==> config.mk <==
export PLATFORM = sky130hd
export DESIGN_NAME = mem_access_responder
export DESIGN_NICKNAME = d
export VERILOG_FILES = /design/src/rtl/mem_access_responder.sv
export SDC_FILE = /design/constraint.sdc
export NUM_CORES = 1
export LEC_CHECK = 0
export ABC_AREA = 1
export CAP_MARGIN = 0
export CORE_UTILIZATION = 45
export DETAILED_ROUTE_END_ITERATION = 8
export HOLD_SLACK_MARGIN = 0.1
export PLACE_DENSITY = 0.95
export SLEW_MARGIN = 40
export SYNTH_ARGS = -nofsm -noshare
export SYNTH_HDL_FRONTEND = slang
export SYNTH_SLANG_ARGS = --single-unit
==> constraint.sdc <==
create_clock -name clk -period 2.9 [get_ports clk]
set_input_delay 0.435 -clock clk [delete_from_list [all_inputs] [get_ports clk]]
set_output_delay 0.435 -clock clk [all_outputs]
set_load 0.005 [all_outputs]
==> src/rtl/mem_access_responder.sv <==
// Single-port memory responder: sequences fetch/load/store requests onto a synchronous
// block RAM with WAIT_STATES extra read cycles. Optional address range check: MEM_ADDR_FAULT_EN.
module mem_access_responder #(
  parameter int ADDR_W      = 10,
  parameter int WAIT_STATES = 0
) (
  input  logic              clk,
  input  logic              reset,
  input  logic              req_valid,
  output logic              req_ready,
  input  logic              req_fetch,
  input  logic              req_we,
  input  logic [15:0]       req_addr,
  input  logic [15:0]       req_wdata,
  output logic              rsp_valid,
  output logic [15:0]       rsp_rdata,
  output logic              rsp_fault,
  output logic [15:0]       instr_q,
  output logic [ADDR_W-1:0] ram_addr,
  output logic              ram_we,
  output logic [15:0]       ram_wdata,
  input  logic [15:0]       ram_rdata
);

  typedef enum logic [1:0] {S_IDLE, S_ISSUE, S_WAIT, S_RESP} state_t;

  state_t            state_q, state_d;
  logic              fetch_q, fetch_d;
  logic              we_q, we_d;
  logic              fault_q, fault_d;
  logic [2:0]        cnt_q, cnt_d;
  logic [ADDR_W-1:0] ram_addr_q, ram_addr_d;
  logic [15:0]       ram_wdata_q, ram_wdata_d;
  logic [15:0]       rsp_rdata_q, rsp_rdata_d;
  logic [15:0]       instr_d;
  logic [15:0]       rd_word;
  logic              addr_fault;

`ifdef MEM_ADDR_FAULT_EN
  assign addr_fault = (req_addr >> ADDR_W) != 16'd0;
  assign rsp_fault  = (state_q == S_RESP) && fault_q;
`else
  assign addr_fault = 1'b0;
  assign rsp_fault  = 1'b0;
`endif

  // A faulted read returns zero instead of whatever the aliased RAM word holds
  assign rd_word = fault_q ? 16'h0000 : ram_rdata;

  always_comb begin
    state_d     = state_q;
    fetch_d     = fetch_q;
    we_d        = we_q;
    fault_d     = fault_q;
    cnt_d       = cnt_q;
    ram_addr_d  = ram_addr_q;
    ram_wdata_d = ram_wdata_q;
    rsp_rdata_d = rsp_rdata_q;
    instr_d     = instr_q;
    case (state_q)
      S_IDLE: begin
        if (req_valid) begin
          fetch_d     = req_fetch;
          we_d        = req_we & ~req_fetch;
          fault_d     = addr_fault;
          ram_addr_d  = req_addr[ADDR_W-1:0];
          ram_wdata_d = req_wdata;
          state_d     = S_ISSUE;
        end
      end
      S_ISSUE: begin
        if (we_q) begin
          state_d = S_RESP;
        end else begin
          cnt_d   = 3'd0;
          state_d = S_WAIT;
        end
      end
      S_WAIT: begin
        if (cnt_q == 3'(WAIT_STATES)) begin
          rsp_rdata_d = rd_word;
          if (fetch_q) instr_d = rd_word;
          state_d = S_RESP;
        end else begin
          cnt_d = cnt_q + 3'd1;
        end
      end
      S_RESP:  state_d = S_IDLE;
      default: state_d = S_IDLE;
    endcase
  end

  always_ff @(posedge clk or negedge reset) begin
    if (!reset) begin
      state_q     <= S_IDLE;
      fetch_q     <= 1'b0;
      we_q        <= 1'b0;
      fault_q     <= 1'b0;
      cnt_q       <= 3'd0;
      ram_addr_q  <= '0;
      ram_wdata_q <= 16'h0000;
      rsp_rdata_q <= 16'h0000;
      instr_q     <= 16'h0000;
    end else begin
      state_q     <= state_d;
      fetch_q     <= fetch_d;
      we_q        <= we_d;
      fault_q     <= fault_d;
      cnt_q       <= cnt_d;
      ram_addr_q  <= ram_addr_d;
      ram_wdata_q <= ram_wdata_d;
      rsp_rdata_q <= rsp_rdata_d;
      instr_q     <= instr_d;
    end
  end

  // Strobe decoded from state so an asynchronous reset drops it immediately
  assign ram_we    = (state_q == S_ISSUE) && we_q && !fault_q;
  assign req_ready = (state_q == S_IDLE);
  assign rsp_valid = (state_q == S_RESP);
  assign ram_addr  = ram_addr_q;
  assign ram_wdata = ram_wdata_q;
  assign rsp_rdata = rsp_rdata_q;

endmodule
==> parameters.txt, run 1 <==
Parameter                              Value

Run status
  Result of the run ... completed

Timing
  Max-slew violations ... 0
  Number of hold violations in the final report ... 0
  Worst-Margin Slew ... 0.6736 ns
  Share of the cycle needed by the critical path after routing ... 74.75%
  Final Critical Period ... 2.168 ns
  Fmax ... 461.3 MHz
  Final Skew ... 0.01354 ns
  PnR worst setup slack ... 0.7323 ns
  Final number of setup-violating endpoints ... 0
  Total negative slack ... 0 ns
  Unrepaired setup endpoints after global routing ... no
  Worst slack on hold paths ... 0.08796 ns
  Max-slew headroom at the worst pin ... 54.81%

Floorplan
  Height of the die ... 79.05 um
  Core Rows ... 27
  Number of I/O pins ... 115
  Die area ... 6248 um^2
  Chip Width ... 79.05 um
  Effective utilization at floorplan ... 47.63%
  Floorplan core area ... 5608 um^2

Critical path
  Critical path fanouts, max ... 22
  Data arrival time at the worst-slack endpoint ... 2.39 ns
  Critical path endpoint ... instr_q[12]$_DFFE_PN0P_
  Startpoint type of the worst setup path ... flip-flop
  FF-to-FF Start ... state_q[0]$_DFFE_PN0P_
  Depth of the most critical reg-to-reg path ... 7
  Setup crit end kind ... flip-flop
  Reg2Reg Setup Slack ... 0.73 ns
  Req. time, crit path ... 3.12 ns
  Capturing point of the worst reg2reg path ... instr_q[12]$_DFFE_PN0P_
  Critical setup path kind ... reg -> reg
  CP Launch Point ... state_q[0]$_DFFE_PN0P_

Synthesis
  Synthesized cell area ... 2671 um^2
  Count of yosys warnings during synthesis ... 0
  Syn Inst Count ... 313
  Number of distinct library cells after synthesis ... 19
  Mapped Avg Cell Area ... 8.535 um^2
  Register area share after synthesis ... 60.89%
  Net Count, Synth ... 372
  Number of flip-flops and latches in the synthesized netlist ... 65

Clocking
  Sink count of the clock tree ... 65
  TritonCTS clock tree ... yes
  H-Tree Depth ... 3
  CTS buffer count ... 9
  Post-CTS resize count ... 0
  Hold-fix buffers at CTS ... 0
  Longest Clk Path Bufs ... 2
  Post-CTS Setup Inserts ... 0
  Root buffer selected by CTS ... sky130_fd_sc_hd__clkbuf_8
  Clock-pin slew reported for the worst setup and hold paths after clock tree synthesis ... 0.08 ns
  Worst-Skew Late Latency ... 0.34 ns

Global routing
  First-pass GRT wire length ... 10,740 um
  Leftover overflow at the end of global routing ... 0
  Largest net degree at the start of global routing ... 66
  Total routing resource utilization after global routing ... 22.74%
  Vias in the first global route ... 2,361
  Number of antenna violations at the first check in global routing ... 0

Power
  Leak pwr ... 0.002044 uW
  Pwr dens ... 1074 nW/um^2
  Maximum ir drop on the vdd rail ... 0.6075 mV

Detailed routing
  Detailed-router iteration count before antenna repair ... 4
  Final routed DRC violation total ... 0
  Post-DR wirelength/cell ... 13.09 um
  Per-cell via count in the routed design ... 4.719
  ANT nets after route ... 0
  Vias post-DR ... 2,355
  Final wirelength ... 6533 um
  Detailed Route Iter0 Violations ... 117

Job
  Reported max-cap violation count ... 0

Finish
  Layout net count ... 481
  Most used cells in the layout excluding fill and tap cells ... sky130_fd_sc_hd__nand2_1 (197), sky130_fd_sc_hd__clkdlybuf4s50_1 (106), sky130_fd_sc_hd__dfrtp_1 (65), sky130_fd_sc_hd__inv_1 (11), sky130_fd_sc_hd__clkbuf_8 (9)
  Area growth from synthesis to layout ... 49.98%
  Fraction of layout instances using a drive strength above 1 ... 5.621%
  Most common library cell in the layout ignoring fill and taps ... sky130_fd_sc_hd__nand2_1
  Layout Utilization ... 71.44%
  Number of antenna repair diodes ... 0
  Finished Cell Area ... 4006 um^2

Placement
  Number of buffers inserted by port buffering ... 107
  Total placed instance area ... 3787 um^2
  HPWL reported at the end of detailed placement ... 4708 um
  Global placement routability congestion ... 0.8017
  Minimum setup slack after placement ... 0.7167 ns

Min path
  Hold crit path type ... in -> async
[where the power goes]
part	internal, uW	switching [uW]
Clock	484	353
Combinational	1020	839
Sequential	1340	269
Total	2840	1460
[state kept, by name (all words and copies together), names as in the netlist]
| name | count |
|---|---|
| state_q | 2 |
| ram_wdata | 16 |
| instr_q | 16 |
| rsp_rdata | 16 |
| we_q | 1 |
| cnt_q | 3 |
| ram_addr | 10 |
| fetch_q | 1 |
[cells in the mapped netlist]
master | n | share of area [%]
sky130_fd_sc_hd__buf_6 | 2 | 0.84
sky130_fd_sc_hd__buf_4 | 2 | 0.56
sky130_fd_sc_hd__buf_2 | 3 | 0.56
sky130_fd_sc_hd__clkinv_1 | 1 | 0.14
sky130_fd_sc_hd__ha_1 | 6 | 2.8
sky130_fd_sc_hd__nand3_1 | 6 | 1.1
sky130_fd_sc_hd__nand2_1 | 197 | 28
sky130_fd_sc_hd__nor2_1 | 6 | 0.84
sky130_fd_sc_hd__clkinv_2 | 1 | 0.19
sky130_fd_sc_hd__dfrtp_1 | 65 | 61
sky130_fd_sc_hd__nor2_4 | 1 | 0.42
sky130_fd_sc_hd__inv_2 | 1 | 0.14
sky130_fd_sc_hd__clkbuf_1 | 4 | 0.56
sky130_fd_sc_hd__conb_1 | 1 | 0.14
sky130_fd_sc_hd__inv_1 | 11 | 1.5
sky130_fd_sc_hd__a21oi_1 | 1 | 0.19
sky130_fd_sc_hd__o21ai_0 | 3 | 0.56
sky130_fd_sc_hd__nand2_4 | 1 | 0.42
sky130_fd_sc_hd__nand3_2 | 1 | 0.37
[critical path, stage by stage, from the launching register on]
cell and delay [ns]:
sky130_fd_sc_hd__dfrtp_1 0.43, sky130_fd_sc_hd__inv_1 0.13, sky130_fd_sc_hd__ha_1 0.30, sky130_fd_sc_hd__nand3_2 0.44, sky130_fd_sc_hd__clkinv_2 0.39, sky130_fd_sc_hd__nand2_4 0.19, sky130_fd_sc_hd__nand2_1 0.11, sky130_fd_sc_hd__nand2_1 0.05
[cell families after synthesis]
logic type	synth area share, %
adder cells (fa/ha/maj)	2.810
buffers and inverters	4.542
other	0.1404
flip-flops	60.89
AO/OA/AOI/OAI	0.7491
AND/OR/NAND/NOR	30.87
[final cells by class]
class / instances / area, um^2
Sequential cell: 65 / 1627
Fill cell: 454 / 1602
Timing Repair Buffer: 109 / 1094
Multi-Input combinational cell: 223 / 923.4
Clock buffer: 9 / 123.9
Clock inverter: 7 / 95.09
Tap cell: 72 / 90.09
Inverter: 14 / 53.80
[metrics by stage]
step / std cells / total power (uW)
global route: 499 / 4628
floorplan: 313 / 2405
CTS: 499 / 4350
global placement: 483 / 3384
detailed placement: 483 / 3502
finish: 499 / 4304
[worst min-delay path by stage]
stage / end / startpoint
6_report: rsp_rdata[8]$_DFFE_PN0P_ / reset
5_1_grt: instr_q[9]$_DFFE_PN0P_ / reset
4_1_cts: instr_q[13]$_DFFE_PN0P_ / reset
3_5_place_dp: instr_q[7]$_DFFE_PN0P_ / instr_q[7]$_DFFE_PN0P_
3_3_place_gp: instr_q[3]$_DFFE_PN0P_ / instr_q[3]$_DFFE_PN0P_
2_1_floorplan: cnt_q[0]$_DFFE_PN0P_ / reset
[routing by layer]
metal	part of all wire (%)	global-route usage [%]
met1	42	26.67
met2	49	37.93
met3	7.2	6.552
met4	1.9	11.45
met5	0	0
Note: power is estimated with default switching activity, not from simulation.
==> run 2, diff against run 1 <==
--- a/config.mk
+++ b/config.mk
@@ -7,10 +7,10 @@
 export LEC_CHECK = 0
 export ABC_AREA = 1
 export CAP_MARGIN = 0
-export CORE_UTILIZATION = 45
+export CORE_UTILIZATION = 42
 export DETAILED_ROUTE_END_ITERATION = 8
 export HOLD_SLACK_MARGIN = 0.1
-export PLACE_DENSITY = 0.95
+export PLACE_DENSITY = 0.9
 export SLEW_MARGIN = 40
 export SYNTH_ARGS = -nofsm -noshare
 export SYNTH_HDL_FRONTEND = slang
==> constraint.sdc (replaced) <==
create_clock -name clk -period 2 [get_ports clk]
set_input_delay 0.3 -clock clk [delete_from_list [all_inputs] [get_ports clk]]
set_output_delay 0.3 -clock clk [all_outputs]
set_load 0.005 [all_outputs]
==> parameters.txt, run 2 (same netlist as run 1, synthesis figures left out) <==
Parameter                              Value

Critical path
  Startpoint type of the worst setup path ... flip-flop
  FF-to-FF Start ... state_q[0]$_DFFE_PN0P_
  Critical path fanouts, max ... 3
  Critical setup path kind ... reg -> out
  Reg2Reg Setup Slack ... 0.26 ns
  CP Launch Point ... state_q[1]$_DFFE_PN0P_
  Setup crit end kind ... primary output
  Req. time, crit path ... 1.70 ns
  Data arrival time at the worst-slack endpoint ... 1.62 ns

Power
  Switching share of power ... 32.67%
  Internal power ... 4323 uW
  Pwr dens ... 1576 nW/um^2
  Maximum ir drop on the vdd rail ... 0.8137 mV
  Leak pwr ... 0.002067 uW
  Clock network fraction of design power ... 21.0%
  Sequential fraction of design power ... 36.2%
  Net load switching power ... 2098 uW
  Logic gate share of total power ... 42.8%

Finish
  Most used cells in the layout excluding fill and tap cells ... sky130_fd_sc_hd__nand2_1 (197), sky130_fd_sc_hd__clkdlybuf4s50_1 (106), sky130_fd_sc_hd__dfrtp_1 (65), sky130_fd_sc_hd__inv_1 (10), sky130_fd_sc_hd__clkbuf_8 (10)
  Layout net count ... 485
  Area growth from synthesis to layout ... 52.51%
  Combined flip-flop and latch cell area ... 1627 um^2
  Number of antenna repair diodes ... 0
  Area used by multi-input combinational logic ... 925.9 um^2
  FILL cells ... 481
  Fraction of layout instances using a drive strength above 1 ... 6.729%
  Most common library cell in the layout ignoring fill and taps ... sky130_fd_sc_hd__nand2_1

Detailed routing
  Post-DR wirelength/cell ... 12.53 um
  ANT nets after route ... 0
  Vias post-DR ... 2,382
  Detailed Route Iter0 Violations ... 61
  Per-cell via count in the routed design ... 4.708
  Final routed DRC violation total ... 0
  Detailed-router iteration count before antenna repair ... 4
  Final wirelength ... 6339 um

Timing
  Max-slew violations ... 0
  PnR worst setup slack ... 0.07563 ns
  Unrepaired setup endpoints after global routing ... no
  Final Skew ... 0.01007 ns
  Final Critical Period ... 1.924 ns
  Total negative slack ... 0 ns
  Number of hold violations in the final report ... 0
  Share of the cycle needed by the critical path after routing ... 96.22%
  Fmax ... 519.7 MHz
  Final number of setup-violating endpoints ... 0
  Worst slack on hold paths ... 0.4721 ns

Placement
  HPWL reported at the end of detailed placement ... 4439 um
  Number of buffers inserted by port buffering ... 107
  Minimum setup slack after placement ... 0.1648 ns
  Global placement routability congestion ... 0.7619

Clocking
  Root buffer selected by CTS ... sky130_fd_sc_hd__clkbuf_8
  Longest Clk Path Bufs ... 2
  Worst-Skew Late Latency ... 0.33 ns
  Sink count of the clock tree ... 65
  TritonCTS clock tree ... yes
  CTS buffer count ... 9
  Clock-pin slew reported for the worst setup and hold paths after clock tree synthesis ... 0.07 ns
  H-Tree Depth ... 3

Run status
  Result of the run ... completed

Job
  Reported max-cap violation count ... 0

Global routing
  Largest net degree at the start of global routing ... 66
  Leftover overflow at the end of global routing ... 0
  Vias in the first global route ... 2,409
  First-pass GRT wire length ... 10,390 um
  Total routing resource utilization after global routing ... 20.89%
  Number of antenna violations at the first check in global routing ... 0

Floorplan
  Core Rows ... 28
  Floorplan core area ... 6026 um^2
  Effective utilization at floorplan ... 44.33%
  Height of the die ... 81.75 um
  Die area ... 6683 um^2
  Number of I/O pins ... 115
  Chip Width ... 81.75 um

Min path
  Worst hold start ... instr_q[13]$_DFFE_PN0P_
  Hold crit path type ... reg -> reg
run 2: worst paths after layout:
| check | end | cells after the start |
|---|---|---|
| setup reg to reg | instr_q[14]$_DFFE_PN0P_ | 6 |
| hold reg to reg | instr_q[13]$_DFFE_PN0P_ | 2 |
| min in group asynchronous | instr_q[15]$_DFFE_PN0P_ | 3 |
| max in group asynchronous | instr_q[12]$_DFFE_PN0P_ | 3 |
| hold / removal | instr_q[13]$_DFFE_PN0P_ | 2 |
| setup / recovery | ram_we | 5 |
run 2: final cells by class:
class                      count  share of cell area, %
sequential                    65                  39.93
clock buffer                  11                  3.471
tap                           75                  2.303
clock inverter                 5                  2.518
timing repair buffer         113                  27.64
inverter                      14                  1.413
multi-input combinational    223                  22.73
run 2: per-stage QoR:
stage          cell area, um^2  instances  util (%)  total power [uW]
6_report                  4074        506     67.61              6421
5_1_grt                   4074        506     67.61              6932
4_1_cts                   4068        506     67.50              6490
3_5_place_dp              3806        488     63.16              5090
3_3_place_gp              3806        488     63.16              4953
2_1_floorplan             2671        313         -              3487
run 2: power by group through the flow:
stage / clock [uW] / combinational [uW] / sequential (uW)
floorplan: 0 / 1150 / 2340
global placement: 0 / 2640 / 2310
detailed placement: 0 / 2760 / 2330
CTS: 1380 / 2790 / 2320
global route: 1430 / 3110 / 2390
finish: 1350 / 2750 / 2320
run 2: worst max-delay path, cell delays in order (launching register included):
cell	delay [ns]
sky130_fd_sc_hd__dfrtp_1	0.39
sky130_fd_sc_hd__inv_1	0.09
sky130_fd_sc_hd__ha_2	0.19
sky130_fd_sc_hd__nand2_1	0.07
sky130_fd_sc_hd__inv_2	0.07
sky130_fd_sc_hd__clkdlybuf4s50_1	0.49
run 2: timing repair:
item,in CTS,in global routing
resized for setup,0,3
endpoints found under the hold margin,65,0
setup buffers,1,0
endpoints found under the setup margin,1,9
hold buffers,1,0
run 2: per-layer routing:
| layer | track usage (%) | share of wire [%] |
|---|---|---|
| met5 | 0 | 0 |
| met2 | 35.70 | 49 |
| met4 | 9.649 | 1.4 |
| met3 | 7.000 | 9.1 |
| met1 | 23.43 | 40 |
==> run 3, diff against run 2 <==
--- a/config.mk
+++ b/config.mk
@@ -7,10 +7,11 @@
 export LEC_CHECK = 0
 export ABC_AREA = 1
 export CAP_MARGIN = 0
+export CORE_MARGIN = 2
 export CORE_UTILIZATION = 42
 export DETAILED_ROUTE_END_ITERATION = 8
 export HOLD_SLACK_MARGIN = 0.1
-export PLACE_DENSITY = 0.9
+export PLACE_DENSITY = 0.8
 export SLEW_MARGIN = 40
 export SYNTH_ARGS = -nofsm -noshare
 export SYNTH_HDL_FRONTEND = slang
==> parameters.txt, run 3 (same netlist as run 1, synthesis figures left out) <==
Parameter                              Value

Job
  Reported max-cap violation count ... 0

Finish
  Combined flip-flop and latch cell area ... 1627 um^2
  Fraction of layout instances using a drive strength above 1 ... 7.176%
  Most used cells in the layout excluding fill and tap cells ... sky130_fd_sc_hd__nand2_1 (197), sky130_fd_sc_hd__clkdlybuf4s50_1 (106), sky130_fd_sc_hd__dfrtp_1 (65), sky130_fd_sc_hd__inv_1 (10), sky130_fd_sc_hd__clkbuf_8 (10)
  Most common library cell in the layout ignoring fill and taps ... sky130_fd_sc_hd__nand2_1
  FILL cells ... 530
  Area growth from synthesis to layout ... 52.27%
  Area used by multi-input combinational logic ... 925.9 um^2
  Finished Cell Area ... 4068 um^2
  Number of antenna repair diodes ... 0
  Layout net count ... 486
  Count of non-filler cells in the finished layout ... 509

Critical path
  Stages on the worst setup path ... 3
  Data arrival time at the worst-slack endpoint ... 1.65 ns
  Cell chain of the critical path ... inv_1, ha_1, clkdlybuf4s50_1
  Depth of the most critical reg-to-reg path ... 6
  Critical setup path kind ... reg -> out
  Setup crit end kind ... primary output
  Bufs and invs on worst path ... 2
  Req. time, crit path ... 1.70 ns
  Delay of the slowest cell on the worst path ... 0.52 ns
  Critical path fanouts, max ... 5
  Cell with the biggest individual delay on the critical path ... sky130_fd_sc_hd__clkdlybuf4s50_1
  CP delay by family, top ... buffers and inverters
  Startpoint type of the worst setup path ... flip-flop

Detailed routing
  Top sig layer ... met4
  Per-cell via count in the routed design ... 4.574
  Post-DR wirelength/cell ... 12.49 um
  Final routed DRC violation total ... 0
  Detailed-router iteration count before antenna repair ... 4
  Vias post-DR ... 2,328
  ANT nets after route ... 0
  Routed metal-1 wire length ... 2714 um
  Detailed Route Iter0 Violations ... 72
  Met2 wirelength from detailed routing ... 2890 um
  Final wirelength ... 6357 um
  WL met3 ... 688 um

Global routing
  Leftover overflow at the end of global routing ... 0
  First-pass GRT wire length ... 10,980 um
  Number of antenna violations at the first check in global routing ... 0
  Total routing resource utilization after global routing ... 19.72%
  Largest net degree at the start of global routing ... 66
  Vias in the first global route ... 2,397

Run status
  Result of the run ... completed

Clocking
  Worst-Skew Late Latency ... 0.34 ns
  CTS buffer count ... 9
  Clock-pin slew reported for the worst setup and hold paths after clock tree synthesis ... 0.07 ns
  H-Tree Depth ... 3
  Root buffer selected by CTS ... sky130_fd_sc_hd__clkbuf_8
  TritonCTS clock tree ... yes
  Sink count of the clock tree ... 65
  Longest Clk Path Bufs ... 2

Placement
  Minimum setup slack after placement ... 0.1537 ns
  Inst Count DP ... 491
  Number of buffers inserted by port buffering ... 107
  HPWL reported at the end of detailed placement ... 4449 um
  Global placement routability congestion ... 0.7811
  Total placed instance area ... 3816 um^2

Power
  Power, Total ... 6339 uW
  Maximum ir drop on the vdd rail ... 0.8219 mV
  Pwr dens ... 1558 nW/um^2
  Leak pwr ... 0.002066 uW

Floorplan
  Die area ... 7014 um^2
  Number of I/O pins ... 115
  Chip Width ... 83.75 um
  Effective utilization at floorplan ... 42.80%
  Floorplan core area ... 6241 um^2
  Core Rows ... 29
  Height of the die ... 83.75 um

Timing
  PnR worst setup slack ... 0.04630 ns
  Final number of setup-violating endpoints ... 0
  Fmax ... 511.9 MHz
  Share of the cycle needed by the critical path after routing ... 97.68%
  Final Critical Period ... 1.954 ns
  Unrepaired setup endpoints after global routing ... yes
  Number of hold violations in the final report ... 0
  Max-slew violations ... 0
  Final Skew ... 0.008137 ns

Min path
  Number of instances on the worst hold path ... 2
  Hold crit path type ... reg -> reg
-- run 3: final cells by class --
type	count	share of cell area (%)
Multi-Input combinational cell	223	22.76
Sequential cell	65	39.99
Clock inverter	6	2.215
Inverter	14	1.415
Tap cell	77	2.369
Timing Repair Buffer	114	27.87
Clock buffer	10	3.384
-- run 3: what timing repair did --
item / CTS / global route
resized for setup: 0 / 3
buffers inserted: 1 / 0
cloned: 0 / 0
setup endpoints to repair: 1 / 14
hold endpoints to repair: 65 / 0
hold buffers: 1 / 0
-- run 3: tightest hold or removal path: cells and delay by family, from the launching register on --
family / cells / cell delay, ns
simple gates: 2 / 0.10
flops: 1 / 0.34
-- run 3: worst paths after layout --
kind                                        startpoint                        to  slack, ns
max in group asynchronous                        reset  ram_wdata[4]$_DFFE_PN0P_       1.22
min in group asynchronous                        reset    instr_q[2]$_DFFE_PN0P_       0.51
worst min-delay path            instr_q[3]$_DFFE_PN0P_    instr_q[3]$_DFFE_PN0P_       0.47
worst max register to register  state_q[0]$_DFFE_PN0P_    instr_q[2]$_DFFE_PN0P_       0.34
worst max-delay path            state_q[0]$_DFFE_PN0P_                 req_ready       0.05
worst min register to register  instr_q[3]$_DFFE_PN0P_    instr_q[3]$_DFFE_PN0P_       0.47
-- run 3: power by group --
| group | leakage, uW | internal (uW) | switching [uW] |
|---|---|---|---|
| clock | 0.000113 | 740 | 522 |
| combinational | 0.00115 | 1540 | 1230 |
| sequential | 0.000808 | 1940 | 364 |
| total | 0.00207 | 4220 | 2120 |
-- run 3: through the flow --
| stage | utilization (%) | hold slack, ns | setup TNS, ns |
|---|---|---|---|
| after floorplan | - | 0.004409 | 0 |
| after global placement | 61.15 | 0.3429 | 0 |
| after detailed placement | 61.15 | 0.3454 | 0 |
| after CTS | 65.08 | 0.4749 | 0 |
| after global routing | 65.18 | 0.4939 | -0.08511 |
| final | 65.18 | 0.4706 | 0 |
-- run 3: layer usage --
layer	vias up	global-route usage (%)
met5	-	0
met4	0	7.918
met3	8	8.111
met2	94	30.98
met1	1061	24.26
li1	1165	-
